`src/rtl/md5_stream_sequencer_if.sv`:
```
// Signal bundle between the MD5 stream sequencer, its word/digest streams
// and the pancham MD5 core. The sequencer uses the master view; the
// surrounding logic (stream source, digest sink, core) uses the slave view.
interface md5_stream_sequencer_if;
  // Message word stream into the sequencer
  logic [31:0]  s_data;
  logic         s_valid;
  logic         s_last;
  logic         s_ready;
  // Digest stream out of the sequencer
  logic [127:0] d_data;
  logic         d_valid;
  logic         d_ready;
  // Pancham core side
  logic         core_rst;
  logic [511:0] core_msg_padded;
  logic         core_msg_in_valid;
  logic [127:0] core_msg_output;
  logic         core_msg_out_valid;
  logic         core_ready;

  modport master (
    input  s_data, s_valid, s_last, d_ready,
    input  core_msg_output, core_msg_out_valid, core_ready,
    output s_ready, d_data, d_valid,
    output core_rst, core_msg_padded, core_msg_in_valid
  );

  modport slave (
    output s_data, s_valid, s_last, d_ready,
    output core_msg_output, core_msg_out_valid, core_ready,
    input  s_ready, d_data, d_valid,
    input  core_rst, core_msg_padded, core_msg_in_valid
  );
endinterface

```
`src/rtl/md5_stream_sequencer.sv`:
```
// Stream-to-block controller for the pancham MD5 core. Packs pre-padded
// 32-bit words into 512-bit blocks, resets the core once per message,
// launches one block at a time and hands back the 128-bit digest.
module md5_stream_sequencer #(
  parameter int TO_W  = 12,
  parameter int CNT_W = 16
) (
  input  logic                   wb_clk_i,
  input  logic                   wb_rst_i,
  md5_stream_sequencer_if.master bus,
  output logic                   busy,
  output logic                   err,
  output logic [CNT_W-1:0]       blocks_done
);

  typedef enum logic [2:0] {
    S_IDLE,
    S_RSTC,
    S_FILL,
    S_WAITR,
    S_LAUNCH,
    S_BUSY,
    S_DONE
  } state_e;

  state_e           state_q, state_d;
  logic [3:0]       idx_q, idx_d;          // word slot within the current block
  logic [511:0]     blk_q, blk_d;          // block buffer, drives the core directly
  logic             is_last_q, is_last_d;  // current block closes the message
  logic [TO_W-1:0]  to_q, to_d;            // BUSY cycles elapsed for this block
  logic [TO_W-1:0]  to_inc;
  logic [127:0]     dig_q, dig_d;
  logic             err_q, err_d;
  logic [CNT_W-1:0] done_q, done_d;
  logic             blk_complete;

  // Next-state and datapath updates for the whole controller
  always_comb begin
    // NOTE: every _d starts as its _q value so no path leaves a signal unassigned (no latches).
    state_d   = state_q;
    idx_d     = idx_q;
    blk_d     = blk_q;
    is_last_d = is_last_q;
    to_d      = to_q;
    dig_d     = dig_q;
    err_d     = err_q;
    done_d    = done_q;
    to_inc    = to_q + 1'b1;

    // The core may still show ready in the first BUSY cycle (to_q == 0), so
    // that cycle never completes a block. The final block also needs a valid digest.
    blk_complete = (state_q == S_BUSY) && (to_q != '0) && bus.core_ready &&
                   (!is_last_q || bus.core_msg_out_valid);

    unique case (state_q)
      S_IDLE: begin
        // Only look at s_valid here; the word itself is taken in FILL.
        if (bus.s_valid) state_d = S_RSTC;
      end
      S_RSTC: begin
        state_d = S_FILL;
      end
      S_FILL: begin
        if (bus.s_valid) begin
          if (bus.s_last && idx_q != 4'd15) begin
            // Message ends mid-block: drop it, flag it, never launch.
            err_d   = 1'b1;
            idx_d   = '0;
            state_d = S_IDLE;
          end else begin
            // Slot k lands at bits [511-32k -: 32]; {~k, 5'h1f} is that top bit.
            blk_d[{~idx_q, 5'h1f} -: 32] = bus.s_data;
            if (idx_q == 4'd15) begin
              idx_d     = '0;
              is_last_d = bus.s_last;
              state_d   = S_WAITR;
            end else begin
              idx_d = idx_q + 4'd1;
            end
          end
        end
      end
      S_WAITR: begin
        if (bus.core_ready) state_d = S_LAUNCH;
      end
      S_LAUNCH: begin
        to_d    = '0;
        state_d = S_BUSY;
      end
      S_BUSY: begin
        if (blk_complete) begin
          done_d = done_q + 1'b1;
          if (is_last_q) begin
            dig_d   = bus.core_msg_output;
            state_d = S_DONE;
          end else begin
            state_d = S_FILL;
          end
        end else begin
          to_d = to_inc;
          if (to_inc == '1) begin
            // Core never finished: abandon the message without a digest.
            err_d   = 1'b1;
            state_d = S_IDLE;
          end
        end
      end
      S_DONE: begin
        if (bus.d_ready) state_d = S_IDLE;
      end
      default: begin
        state_d = S_IDLE;
      end
    endcase
  end

  // State and datapath registers with synchronous reset
  always_ff @(posedge wb_clk_i) begin
    if (wb_rst_i) begin
      // NOTE: state registers take non-blocking assignments so every flop samples pre-edge values.
      state_q   <= S_IDLE;
      idx_q     <= '0;
      // NOTE: the block buffer is reset like any other register so core_msg_padded shows zeros, not stale message data.
      blk_q     <= '0;
      is_last_q <= 1'b0;
      to_q      <= '0;
      dig_q     <= '0;
      err_q     <= 1'b0;
      done_q    <= '0;
    end else begin
      state_q   <= state_d;
      idx_q     <= idx_d;
      blk_q     <= blk_d;
      is_last_q <= is_last_d;
      to_q      <= to_d;
      dig_q     <= dig_d;
      err_q     <= err_d;
      done_q    <= done_d;
    end
  end

  // Outputs decoded from state only; s_ready never depends on s_valid.
  assign bus.s_ready           = (state_q == S_FILL);
  assign bus.d_valid           = (state_q == S_DONE);
  assign bus.d_data            = dig_q;
  assign bus.core_msg_padded   = blk_q;
  assign bus.core_msg_in_valid = (state_q == S_LAUNCH);
  assign bus.core_rst          = wb_rst_i | (state_q == S_RSTC);
  assign busy                  = (state_q != S_IDLE);
  assign err                   = err_q;
  assign blocks_done           = done_q;

endmodule

```
`src/flat_wrapper.sv`:
```
// flat-port wrapper written by rule: the top's interface ports become plain ports
module md5_stream_sequencer_flat 
#(
  parameter int TO_W  = 12,
  parameter int CNT_W = 16
)
  (wb_clk_i, wb_rst_i, busy, err, blocks_done, bus_s_data, bus_s_valid, bus_s_last, bus_d_ready, bus_core_msg_output, bus_core_msg_out_valid, bus_core_ready, bus_s_ready, bus_d_data, bus_d_valid, bus_core_rst, bus_core_msg_padded, bus_core_msg_in_valid);
  md5_stream_sequencer_if bus_i ();
  input  logic wb_clk_i;
  input  logic wb_rst_i;
  output logic busy;
  output logic err;
  output logic [CNT_W-1:0] blocks_done;
  input wire logic [$bits(bus_i.s_data)-1:0] bus_s_data;
  input wire logic [$bits(bus_i.s_valid)-1:0] bus_s_valid;
  input wire logic [$bits(bus_i.s_last)-1:0] bus_s_last;
  input wire logic [$bits(bus_i.d_ready)-1:0] bus_d_ready;
  input wire logic [$bits(bus_i.core_msg_output)-1:0] bus_core_msg_output;
  input wire logic [$bits(bus_i.core_msg_out_valid)-1:0] bus_core_msg_out_valid;
  input wire logic [$bits(bus_i.core_ready)-1:0] bus_core_ready;
  output wire logic [$bits(bus_i.s_ready)-1:0] bus_s_ready;
  output wire logic [$bits(bus_i.d_data)-1:0] bus_d_data;
  output wire logic [$bits(bus_i.d_valid)-1:0] bus_d_valid;
  output wire logic [$bits(bus_i.core_rst)-1:0] bus_core_rst;
  output wire logic [$bits(bus_i.core_msg_padded)-1:0] bus_core_msg_padded;
  output wire logic [$bits(bus_i.core_msg_in_valid)-1:0] bus_core_msg_in_valid;
  assign bus_i.s_data = bus_s_data;
  assign bus_i.s_valid = bus_s_valid;
  assign bus_i.s_last = bus_s_last;
  assign bus_i.d_ready = bus_d_ready;
  assign bus_i.core_msg_output = bus_core_msg_output;
  assign bus_i.core_msg_out_valid = bus_core_msg_out_valid;
  assign bus_i.core_ready = bus_core_ready;
  assign bus_s_ready = bus_i.s_ready;
  assign bus_d_data = bus_i.d_data;
  assign bus_d_valid = bus_i.d_valid;
  assign bus_core_rst = bus_i.core_rst;
  assign bus_core_msg_padded = bus_i.core_msg_padded;
  assign bus_core_msg_in_valid = bus_i.core_msg_in_valid;
  md5_stream_sequencer #(.TO_W(TO_W), .CNT_W(CNT_W)) u_core (.wb_clk_i(wb_clk_i), .wb_rst_i(wb_rst_i), .bus(bus_i), .busy(busy), .err(err), .blocks_done(blocks_done));
endmodule
```
`config.mk`:
```
export PLATFORM = sky130hd
export DESIGN_NAME = md5_stream_sequencer_flat
export DESIGN_NICKNAME = d
export VERILOG_FILES = /design/src/rtl/md5_stream_sequencer_if.sv /design/src/rtl/md5_stream_sequencer.sv /design/src/flat_wrapper.sv
export SDC_FILE = /design/constraint.sdc
export NUM_CORES = 1
export LEC_CHECK = 0
export CORE_AREA = 2 2 319 321
export CTS_BUF_LIST = sky130_fd_sc_hd__clkbuf_2
export DETAILED_ROUTE_END_ITERATION = 8
export DIE_AREA = 0 0 321 323
export HOLD_SLACK_MARGIN = 0.03
export SLEW_MARGIN = 20
export SYNTH_ARGS = -nofsm -noshare
export SYNTH_HDL_FRONTEND = slang
export SYNTH_SLANG_ARGS = --single-unit
export TNS_END_PERCENT = 5
```
`constraint.sdc`:
```
create_clock -name wb_clk_i -period 2.2 [get_ports wb_clk_i]
set_input_delay 0.44 -clock wb_clk_i [delete_from_list [all_inputs] [get_ports wb_clk_i]]
set_output_delay 0.44 -clock wb_clk_i [all_outputs]
set_load 0.005 [all_outputs]
```
==> summary.txt, run 1 <==
Pwr
  – Reg power frac: 0.511
  – Sw Pwr: 7.13 mW
  – Cell Pwr Density: 604 nW/um^2
  – Total power: 24.2 mW
  – Comb pwr share: 0.107
  – Max VDD drop: 0.000379 V
  – Leakage power: 17.2 nW
  – Clock share of power: 0.382
  – Switching share of power: 0.294
  – Internal power: 17.1 mW

Timing
  – TNS Setup: -108350 ps
  – Final Hold Viols: 0
  – Worst setup margin: -490 ps
  – Skew final: 133 ps
  – Period utilisation layout: 1.22
  – Min Tclk post-route: 2690 ps
  – Max_slew headroom: 0.207
  – Unrepaired setup endpoints after global routing: true
  – Max Slew Vio Count: 0
  – Worst-Margin Slew: 1190 ps
  – Worst hold slack: 317 ps
  – Fmax: 372 MHz
  – Final number of setup-violating endpoints: 741

Synth
  – Synthesized instance count: 3197
  – Synth Area per Inst: 7.76 um^2
  – Simple-gate share of the synthesized area: 0.252
  – Syn_nets: 3375
  – Synth Flop Type: dfxtp_1
  – Synth top area cells: dfxtp_1 (55%), a21oi_1 (13%), nor2_1 (12%)
  – Seq/Total Area, Yosys: 0.546
  – #FFs+latches synth: 677
  – Post-synthesis compound-gate area fraction: 0.146
  – Mapped cell area: 24800 um^2
  – Post-Synth Adder-Cell Area: 0.00555
  – Ys async rst share: 0
  – Yosys warnings: 0
  – Largest family of logic cells by synthesized area: simple AND/OR/NAND/NOR gates
  – Share of the synthesized area in the top cell type: 0.546
  – Post-Synth XOR/XNOR Area: 0.00529
  – Dominant cell type by area after synthesis: dfxtp_1
  – Mux share of post-synthesis cell area: 0.00121
  – Most common cell in the synthesized netlist: nor2_1
  – Synth cell types: 59
  – Post-synth top cells: nor2_1 (812), dfxtp_1 (677), a21oi_1 (653)
  – Post-synth EDFFs: 0

Placement
  – Inst Count DP: 5257
  – Place WS: -342 ps
  – Final RePlAce weighted congestion: 0.824
  – Area after DPL: 35500 um^2
  – Post-DP HPWL: 78700 um
  – IO Port Bufs: 828

Detailed routing
  – Final ANT Viol Nets: 0
  – DR DRC count: 0
  – Drt wl/cell: 19.8 um
  – Vias: 27100
  – 1st-pass router iterations: 5
  – Drt total wl: 117000 um
  – DR iter-0 viols: 1928
  – Vias per cell: 4.58

GRT
  – Vias in the first global route: 26000
  – First-pass GRT wire length: 166000 um
  – GR Util met3: 0.0873
  – Met2 global-route usage: 0.355
  – Largest net degree at the start of global routing: 190
  – Initial antenna violation count: 7
  – Most used routing layer: met2
  – Total grt overflow: 0
  – GR Util met1: 0.242
  – GRT Total Usage: 0.213

Floorplan
  – FP Rows: 117
  – Initial cell density of the core: 0.246
  – Die area: 104000 um^2
  – Die width: 321 um
  – Die Span Y: 323 um
  – Core region area: 101000 um^2
  – IO Pins: 829

Clock tree
  – CTS tree: built
  – Worst-Skew Late Latency: 1420 ps
  – CTS max path bufs: 3
  – Clock root cell: clkbuf_2
  – Num CTS Buffers: 186
  – Reg clk slew, reported paths: 100 ps
  – Clock sink count: 677
  – H-tree Lvls: 4

Worst hold path
  – HP Start: bus_core_msg_output[2]
  – Hold crit path type: in2reg

Status
  – Failing checks: setup timing
  – Outcome: finished with violations

Cells and area
  – Layout cells sized above 1: 0.277
  – Final Non-Filler Cells: 5921
  – Layout Nets: 4645
  – Design area: 40200 um^2
  – Final core occ: 0.399
  – Area Overhead vs Synth: 61.8%

Critical path
  – WS Path Type: reg2out
  – Worst path max stage delay: 380 ps
  – Crit Path Max Fanout: 4
  – Critical path arrival: 2250 ps
  – Crit-path slowest cell: dfxtp_4
  – Crit path launch type: flop
  – Crit path cell chain: buf_6, nand3b_1, inv_1, buf_6
  – Most used cell, CP: buf_6
  – CP endpoint kind: primary output
  – Critical R2R Launch: u_core.to_q[0]
  – Crit path from: u_core.state_q[0]
  – Worst endpoint required time: 1760 ps

Job
  – # Max-Cap Violations: 0
power groups by stage:
stage                     sequential, mW  clock [mW]  combinational, mW
after CTS                           12.4        9.58               2.55
final                               12.4        9.26               2.59
after floorplan                     12.6           0              0.754
after global routing                12.4        10.3               2.74
after global placement              12.7           0               1.99
after detailed placement            12.7           0               1.98
per-layer routing:
layer  wire, um  part of all wire
met5         27           0.00023
met4       3600             0.031
met3      11400             0.098
met2      55900              0.48
met1      46000              0.39
placed cells by master (no fill, tap or decap), types with 4 or more instances in the layout:
master and instances:
clkinv_2 5, clkinv_1 30, a21oi_2 10, nor2_1 806, o22ai_1 4, buf_2 47
o21ai_0 7, xnor2_1 10, buf_12 43, buf_4 151, nand2b_1 8, nand4_1 7
nor3_1 5, diode_2 8, nor2_4 7, dlygate4sd3_1 293, dfxtp_1 310, ha_1 11
xor2_1 5, nor4_1 6, inv_6 4, buf_6 212, and3_1 4, nand3b_1 5
clkdlybuf4s50_1 176, clkbuf_2 373, dfxtp_2 360, nand3_1 146, nand2_2 19, dlymetal6s2s_1 7
inv_2 5, dlygate4sd2_1 291, dfxtp_4 7, inv_1 13, or3_1 5, o21ai_1 5
nand2_1 496, a21oi_1 653
repair_timing:
| item | CTS | global route |
|---|---|---|
| setup endpoints to repair | 779 | 874 |
| hold buffers | 293 | 0 |
| pin swaps | 2 | 1 |
| endpoints found under the hold margin | 677 | 0 |
| buffers inserted | 25 | 13 |
| resized for setup | 1030 | 941 |
critical path, delay by kind of cell, from the launching register on:
kind          cells  cell delay (ps)
buf+inv           3              310
simple gates      1              160
flops             1              380
flip-flops by register name (all words and copies together) (netlist names):
signal,cells
u_core.idx_q,4
u_core.to_q,12
u_core.bus.d_data,128
u_core.is_last_q,1
u_core.bus.core_msg_padded,512
u_core.state_q,3
u_core.err,1
u_core.blocks_done,16
worst paths after layout:
kind	endpoint	slack, ps	cells after the start
hold reg to reg	u_core.bus.d_data[29]	450	2
hold / removal	u_core.bus.d_data[2]	320	4
setup reg to reg	u_core.bus.d_data[76]	-240	9
setup / recovery	bus_d_valid	-490	4
cell type report:
cell class	instances	area, um^2
Fill cell	10200	60600
Sequential cell	677	14000
Clock buffer	276	1380
Inverter	14	55.1
Timing Repair Buffer	1319	12500
Clock inverter	49	275
Antenna cell	8	20.0
Tap cell	1309	1640
Multi-Input combinational cell	2269	10300
cell families after synthesis:
kind of cell               count (synthesis)
AOI/OAI and AO/OA                        698
xor gates and xnor gates                  15
adders and majority gates                 11
buffers and inverters                    251
DFF                                      677
muxes                                      3
and+or+nand+nor                         1542
Note: power is estimated with default switching activity, not from simulation.
==> run 2, diff against run 1 <==
Settings changed: SETUP_SLACK_MARGIN from default to 0.4.
==> run 2 against run 1 <==
  * The run still ends with setup timing left
  * Sequential cell count stayed put
  * Sequential share of layout area is 0.20 points lower
  * Core utilization is 0.37 points higher
  * Power hardly changed
  * Global-route usage is 1.3 points higher
  * Sequential power hardly changed
  * Critical path type unchanged
  * Largest cell class unchanged
==> summary.txt, run 2 (synthesized netlist as in run 1, its figures left out) <==
Detailed routing
  – DR DRC count: 0 (unchanged)
  – 1st-pass router iterations: 5 (unchanged)
  – DR iter-0 viols: 1942 (was 1928)
  – Drt total wl: 124000 um (was 117000 um)
  – Final ANT Viol Nets: 0 (unchanged)
  – Vias per cell: 4.63 (was 4.58)
  – Drt wl/cell: 20.9 um (was 19.8 um)
  – Vias: 27500 (was 27100)

Floorplan
  – FP Rows: 117 (unchanged)
  – Core region area: 101000 um^2 (unchanged)
  – Die area: 104000 um^2 (unchanged)
  – Die width: 321 um (unchanged)
  – Initial cell density of the core: 0.246 (unchanged)
  – IO Pins: 829 (unchanged)
  – Die Span Y: 323 um (unchanged)

Critical path
  – Critical path arrival: 2270 ps (was 2250 ps)
  – CP endpoint kind: primary output (unchanged)
  – Reg2reg setup slack: -160 ps (was -240 ps)
  – Total stage count of the critical path: 4 (unchanged)
  – Critical R2R Launch: u_core.to_q[0] (unchanged)
  – Cell family with most CP delay: buffers and inverters (was flip-flops)
  – Crit path cell chain: buf_6, clkinvlp_4, nor3_2, buf_2 (was buf_6, nand3b_1, inv_1, buf_6)
  – Worst endpoint required time: 1760 ps (about the same)
  – Worst path max stage delay: 340 ps (was 380 ps)
  – R2R depth: 9 (unchanged)
  – Crit path buffers/inverters: 3 (unchanged)
  – WS Path Type: reg2out (unchanged)
  – Crit Path Max Fanout: 6 (was 4)
  – Crit path launch type: flop (unchanged)
  – Crit-path slowest cell: dfxtp_2 (was dfxtp_4)
  – Reg-to-Reg End: u_core.bus.d_data[61] (was u_core.bus.d_data[76])

Clock tree
  – Worst-Skew Late Latency: 1480 ps (was 1420 ps)
  – CTS max path bufs: 3 (unchanged)
  – Num CTS Buffers: 183 (was 186)
  – H-tree Lvls: 4 (unchanged)
  – Reg clk slew, reported paths: 100 ps (about the same)
  – CTS tree: built (unchanged)
  – Clock sink count: 677 (unchanged)
  – Clock root cell: clkbuf_2 (unchanged)

Timing
  – Max_slew headroom: 0.358 (was 0.207)
  – Final number of setup-violating endpoints: 776 (was 741)
  – Worst-Margin Slew: 963 ps (was 1190 ps)
  – Min Tclk post-route: 2710 ps (was 2690 ps)
  – Worst setup margin: -508 ps (was -490 ps)
  – Unrepaired setup endpoints after global routing: true (unchanged)
  – Max Slew Vio Count: 0 (unchanged)
  – Final Hold Viols: 0 (unchanged)
  – Period utilisation layout: 1.23 (was 1.22)
  – Fmax: 369 MHz (was 372 MHz)
  – Skew final: 81.4 ps (was 133 ps)
  – TNS Setup: -137440 ps (was -108350 ps)

Pwr
  – Switching share of power: 0.294 (about the same)
  – Sw Pwr: 7.13 mW (about the same)
  – Total power: 24.2 mW (about the same)
  – Internal power: 17.1 mW (about the same)
  – Leakage power: 17.4 nW (was 17.2 nW)
  – Reg power frac: 0.510 (was 0.511)
  – Cell Pwr Density: 598 nW/um^2 (was 604 nW/um^2)
  – Clock share of power: 0.381 (was 0.382)
  – Max VDD drop: 0.000400 V (was 0.000379 V)
  – Comb pwr share: 0.108 (was 0.107)

Status
  – Failing checks: setup timing (unchanged)
  – Outcome: finished with violations (unchanged)

Worst hold path
  – Hold crit path type: in2reg (unchanged)
  – Hold endpoint: u_core.bus.core_msg_padded[54] (was u_core.bus.d_data[2])
  – Hold path cells: 6 (was 4)
  – HP Start: bus_s_data[22] (was bus_core_msg_output[2])

GRT
  – Vias in the first global route: 26100 (was 26000)
  – Largest net degree at the start of global routing: 147 (was 190)
  – GRT Total Usage: 0.226 (was 0.213)
  – Initial antenna violation count: 10 (was 7)
  – First-pass GRT wire length: 174000 um (was 166000 um)
  – Total grt overflow: 0 (unchanged)

Placement
  – IO Port Bufs: 828 (unchanged)
  – Final RePlAce weighted congestion: 0.832 (was 0.824)
  – Place WS: -259 ps (was -342 ps)
  – Post-DP HPWL: 83400 um (was 78700 um)

Cells and area
  – Area Overhead vs Synth: 63.3% (was 61.8%)
  – Commonest non-fill, non-tap cells in the layout: nor2_1 (806), a21oi_1 (653), nand2_1 (490), dfxtp_2 (368), dlygate4sd2_1 (350) (was nor2_1 (806), a21oi_1 (653), nand2_1 (496), clkbuf_2 (373), dfxtp_2 (360))
  – Largest register FFs: 512 (unchanged)
  – Commonest non-fill, non-tap cell in the layout: nor2_1 (unchanged)
  – Layout cells sized above 1: 0.272 (was 0.277)
  – Layout Nets: 4659 (was 4645)

Job
  – # Max-Cap Violations: 0 (unchanged)
## run 2: changes by cell type in the layout (fill, tap and decap cells not counted), sizes merged
cell           before  now
buf               454  437
bufinv              2    3
clkbuf            373  343
clkdlybuf4s15       1    2
clkdlybuf4s50     176  164
clkinv             36   46
clkinvlp            2    3
diode               8   10
dlygate4sd2       291  350
dlygate4sd3       293  305
dlymetal6s2s        7    1
inv                23   20
## run 2: per-stage QoR
step,instance area [um^2],hold WS (ps),instances,util
2_1_floorplan,24900,442,3197,-
3_3_place_gp,35500,438,5251,0.353
3_5_place_dp,35500,446,5251,0.353
4_1_cts,40200,38.9,5915,0.400
5_1_grt,40500,166,5937,0.402
6_report,40500,275,5939,0.402
## run 2: worst max-delay path by stage
stage / end / slack [ps] / from
detailed placement: u_core.bus.core_msg_padded[44] / -260 / bus_s_valid
global placement: u_core.bus.core_msg_padded[59] / -190 / bus_s_valid
floorplan: u_core.to_q[9] / 140 / u_core.to_q[0]
global route: bus_core_msg_in_valid / -740 / u_core.state_q[2]
CTS: bus_core_msg_in_valid / -790 / u_core.state_q[1]
finish: bus_s_ready / -510 / u_core.state_q[1]
## run 2: area by class of cell
| class | count | area (um^2) |
|---|---|---|
| diodes | 10 | 25.0 |
| clock buffers | 266 | 1330 |
| clock inverters | 58 | 324 |
| fillers | 10200 | 60200 |
| inverters | 14 | 56.3 |
| multi-input cells | 2269 | 10300 |
| flip-flops and latches | 677 | 14100 |
| well taps | 1309 | 1640 |
| repair buffers | 1336 | 12800 |
## run 2: tightest hold or removal path: stages
cell and delay, ps:
dlygate4sd3_1 530, buf_2 230, nand2_1 240, nor2_1 80, a21oi_1 110, nor2_1 40
## run 2: routing by layer
metal / global-route usage / up-vias / part of all wire
met2: 0.384 / 1162 / 0.48
li1: - / 13200 / -
met4: 0.101 / 2 / 0.040
met1: 0.252 / 12900 / 0.38
met5: 0 / - / 0.000089
met3: 0.0850 / 262 / 0.097
## run 2: repair_timing
action,4_1_cts,5_1_grt
hold endpoints to repair,677,0
pin swaps,1,1
hold buffers,306,0
gates resized for setup,1150,939
setup buffers,34,14
setup endpoints to repair,1190,1335
## run 2: power groups by stage
stage,logic [mW],registers (mW),clock network [mW]
2_1_floorplan,0.754,12.6,0
3_5_place_dp,2.01,12.7,0
5_1_grt,2.78,12.4,10.2
6_report,2.63,12.4,9.24
4_1_cts,2.60,12.4,9.60
3_3_place_gp,2.02,12.7,0
==> run 3, diff against run 2 <==
Clock period 2.2 ns to 2.6 ns, I/O delays scaled along.
==> run 3 against run 2 <==
  * The run still ends with setup timing left
  * Worst setup slack gained 290 ps
  * Cell count shrank 0.86%
  * First-iteration DRC count is 12% lower
  * Largest cell class unchanged
  * Largest power group unchanged
  * Highest routed layer unchanged
==> summary.txt, run 3 (synthesized netlist as in run 1, its figures left out) <==
Critical path
  – WS Path Type: reg2out (unchanged)
  – R2R depth: 9 (unchanged)
  – Worst path max stage delay: 370 ps (was 340 ps)
  – Worst endpoint required time: 2080 ps (was 1760 ps)
  – Reg-to-Reg End: u_core.bus.d_data[70] (was u_core.bus.d_data[61])
  – Crit-path slowest cell: dfxtp_4 (was dfxtp_2)
  – Most used cell, CP: buf_6
  – Critical path arrival: 2300 ps (was 2270 ps)
  – Crit path buffers/inverters: 3 (unchanged)
  – CP endpoint kind: primary output (unchanged)
  – Crit path to: bus_core_msg_in_valid (was bus_s_ready)
  – Crit Path Max Fanout: 5 (was 6)
  – Crit path cell chain: buf_6, nor3_2, buf_4, buf_6 (was buf_6, clkinvlp_4, nor3_2, buf_2)
  – Cell family with most CP delay: buffers and inverters (unchanged)
  – Total stage count of the critical path: 4 (unchanged)
  – Crit path launch type: flop (unchanged)
  – Critical R2R Launch: u_core.to_q[0] (unchanged)
  – Reg2reg setup slack: 140 ps (was -160 ps)
  – Crit path from: u_core.state_q[0] (was u_core.state_q[1])

Placement
  – Area after DPL: 35200 um^2 (was 35500 um^2)
  – Inst Count DP: 5228 (was 5251)
  – IO Port Bufs: 828 (unchanged)
  – Place WS: -68.5 ps (was -259 ps)
  – Final RePlAce weighted congestion: 0.836 (was 0.832)
  – Post-DP HPWL: 78600 um (was 83400 um)

Timing
  – Fmax: 355 MHz
  – Period utilisation layout: 1.08
  – Unrepaired setup endpoints after global routing: true (unchanged)
  – TNS Setup: -2980 ps (was -137440 ps)
  – Worst hold slack: 293 ps (was 275 ps)
  – Final number of setup-violating endpoints: 124 (was 776)
  – Max_slew headroom: 0.331 (was 0.358)
  – Worst setup margin: -215 ps (was -508 ps)
  – Final Hold Viols: 0 (unchanged)
  – Min Tclk post-route: 2820 ps
  – Skew final: 91.5 ps (was 81.4 ps)
  – Max Slew Vio Count: 0 (unchanged)
  – Worst-Margin Slew: 1000 ps (was 963 ps)

Floorplan
  – Core region area: 101000 um^2 (unchanged)
  – Initial cell density of the core: 0.246 (unchanged)
  – Die area: 104000 um^2 (unchanged)
  – Die Span Y: 323 um (unchanged)
  – Die width: 321 um (unchanged)
  – IO Pins: 829 (unchanged)
  – FP Rows: 117 (unchanged)

Detailed routing
  – 1st-pass router iterations: 5 (unchanged)
  – Drt wl/cell: 19.9 um (was 20.9 um)
  – DR iter-0 viols: 1718 (was 1942)
  – DR DRC count: 0 (unchanged)
  – Vias: 27100 (was 27500)
  – Final ANT Viol Nets: 0 (unchanged)
  – Vias per cell: 4.59 (was 4.63)
  – Drt total wl: 117000 um (was 124000 um)

Cells and area
  – Sequential Area: 14000 um^2 (was 14100 um^2)
  – Commonest non-fill, non-tap cells in the layout: nor2_1 (806), a21oi_1 (653), nand2_1 (497), clkbuf_2 (367), dfxtp_2 (354) (was nor2_1 (806), a21oi_1 (653), nand2_1 (490), dfxtp_2 (368), dlygate4sd2_1 (350))
  – Layout Nets: 4607 (was 4659)
  – Final Non-Filler Cells: 5888 (was 5939)
  – Largest register FFs: 512 (unchanged)
  – Commonest non-fill, non-tap cell in the layout: nor2_1 (unchanged)
  – Layout cells sized above 1: 0.268 (was 0.272)
  – Area Overhead vs Synth: 60.3% (was 63.3%)
  – Fill count: 10300 (was 10200)
  – Design area: 39800 um^2 (was 40500 um^2)
  – Area taken by multi-input logic gates: 10300 um^2 (about the same)

Pwr
  – Clock share of power: 0.391 (was 0.381)
  – Internal power: 14.7 mW (was 17.1 mW)
  – Sw Pwr: 5.94 mW (was 7.13 mW)
  – Reg power frac: 0.508 (was 0.510)
  – Max VDD drop: 0.000355 V (was 0.000400 V)
  – Cell Pwr Density: 518 nW/um^2 (was 598 nW/um^2)
  – Leakage power: 17.0 nW (was 17.4 nW)
  – Switching share of power: 0.288 (was 0.294)
  – Comb pwr share: 0.101 (was 0.108)

Clock tree
  – Clock sink count: 677 (unchanged)
  – CTS max path bufs: 3 (unchanged)
  – CTS tree: built (unchanged)
  – Num CTS Buffers: 186 (was 183)
  – Worst-Skew Late Latency: 1460 ps (was 1480 ps)
  – Reg clk slew, reported paths: 100 ps (about the same)
  – H-tree Lvls: 4 (unchanged)
  – Clock root cell: clkbuf_2 (unchanged)

GRT
  – Met2 global-route usage: 0.356 (was 0.384)
  – GRT Total Usage: 0.214 (was 0.226)
  – Largest net degree at the start of global routing: 183 (was 147)
  – GR Util met3: 0.0801 (was 0.0850)
  – Vias in the first global route: 26100 (about the same)
  – Most used routing layer: met2 (unchanged)
  – First-pass GRT wire length: 167000 um (was 174000 um)
  – GR Util met1: 0.246 (was 0.252)
  – Initial antenna violation count: 4 (was 10)
  – Total grt overflow: 0 (unchanged)

Status
  – Failing checks: setup timing (unchanged)
  – Outcome: finished with violations (unchanged)

Job
  – # Max-Cap Violations: 0 (unchanged)

Worst hold path
  – Hold crit path type: in2reg (unchanged)
[run 3: how the worst min path moves through the flow]
| stage | start | endpoint | slack, ps | depth (start not counted) |
|---|---|---|---|---|
| after floorplan | u_core.err | u_core.err | 440 | 2 |
| after global placement | u_core.err | u_core.err | 440 | 2 |
| after detailed placement | u_core.bus.core_msg_padded[19] | u_core.bus.core_msg_padded[19] | 450 | 2 |
| after CTS | bus_core_msg_output[20] | u_core.bus.d_data[20] | 40 | 4 |
| after global routing | bus_core_msg_output[17] | u_core.bus.d_data[17] | 70 | 4 |
| final | bus_core_msg_output[17] | u_core.bus.d_data[17] | 290 | 4 |
[run 3: repair_timing]
action | in CTS | in global routing
gates cloned | 0 | 0
hold endpoints to repair | 677 | 0
setup buffers | 24 | 12
resized for setup | 1031 | 935
endpoints found under the setup margin | 789 | 1218
hold buffers | 286 | 0
pin swaps | 2 | 1
[run 3: metrics by stage]
step | total power, mW | util
5_1_grt | 21.6 | 0.395
6_report | 20.6 | 0.395
3_5_place_dp | 12.3 | 0.349
4_1_cts | 20.9 | 0.394
2_1_floorplan | 11.3 | -
3_3_place_gp | 12.3 | 0.349
[run 3: power by group through the flow]
stage,clock network (mW),logic [mW],registers (mW)
2_1_floorplan,0,0.638,10.7
3_3_place_gp,0,1.61,10.7
3_5_place_dp,0,1.61,10.7
4_1_cts,8.34,2.07,10.5
5_1_grt,8.87,2.21,10.5
6_report,8.05,2.08,10.5
[run 3: layout make-up]
cell class | count | area share
flip-flops and latches | 677 | 0.353
repair buffers | 1281 | 0.302
multi-input cells | 2269 | 0.259
well taps | 1309 | 0.0412
clock buffers | 277 | 0.0349
clock inverters | 50 | 0.00859
inverters | 14 | 0.00132
diodes | 11 | 0.000692
[run 3: metal layers]
layer / share of wire / vias up
li1: - / 13000
met1: 0.40 / 12800
met2: 0.47 / 1047
met3: 0.091 / 223
met4: 0.033 / 2
met5: 0.000094 / -
[run 3: tightest hold or removal path, stage by stage]
cell and delay, ps:
dlygate4sd3_1 550, clkdlybuf4s50_1 450, nand2_1 70, a21oi_1 50
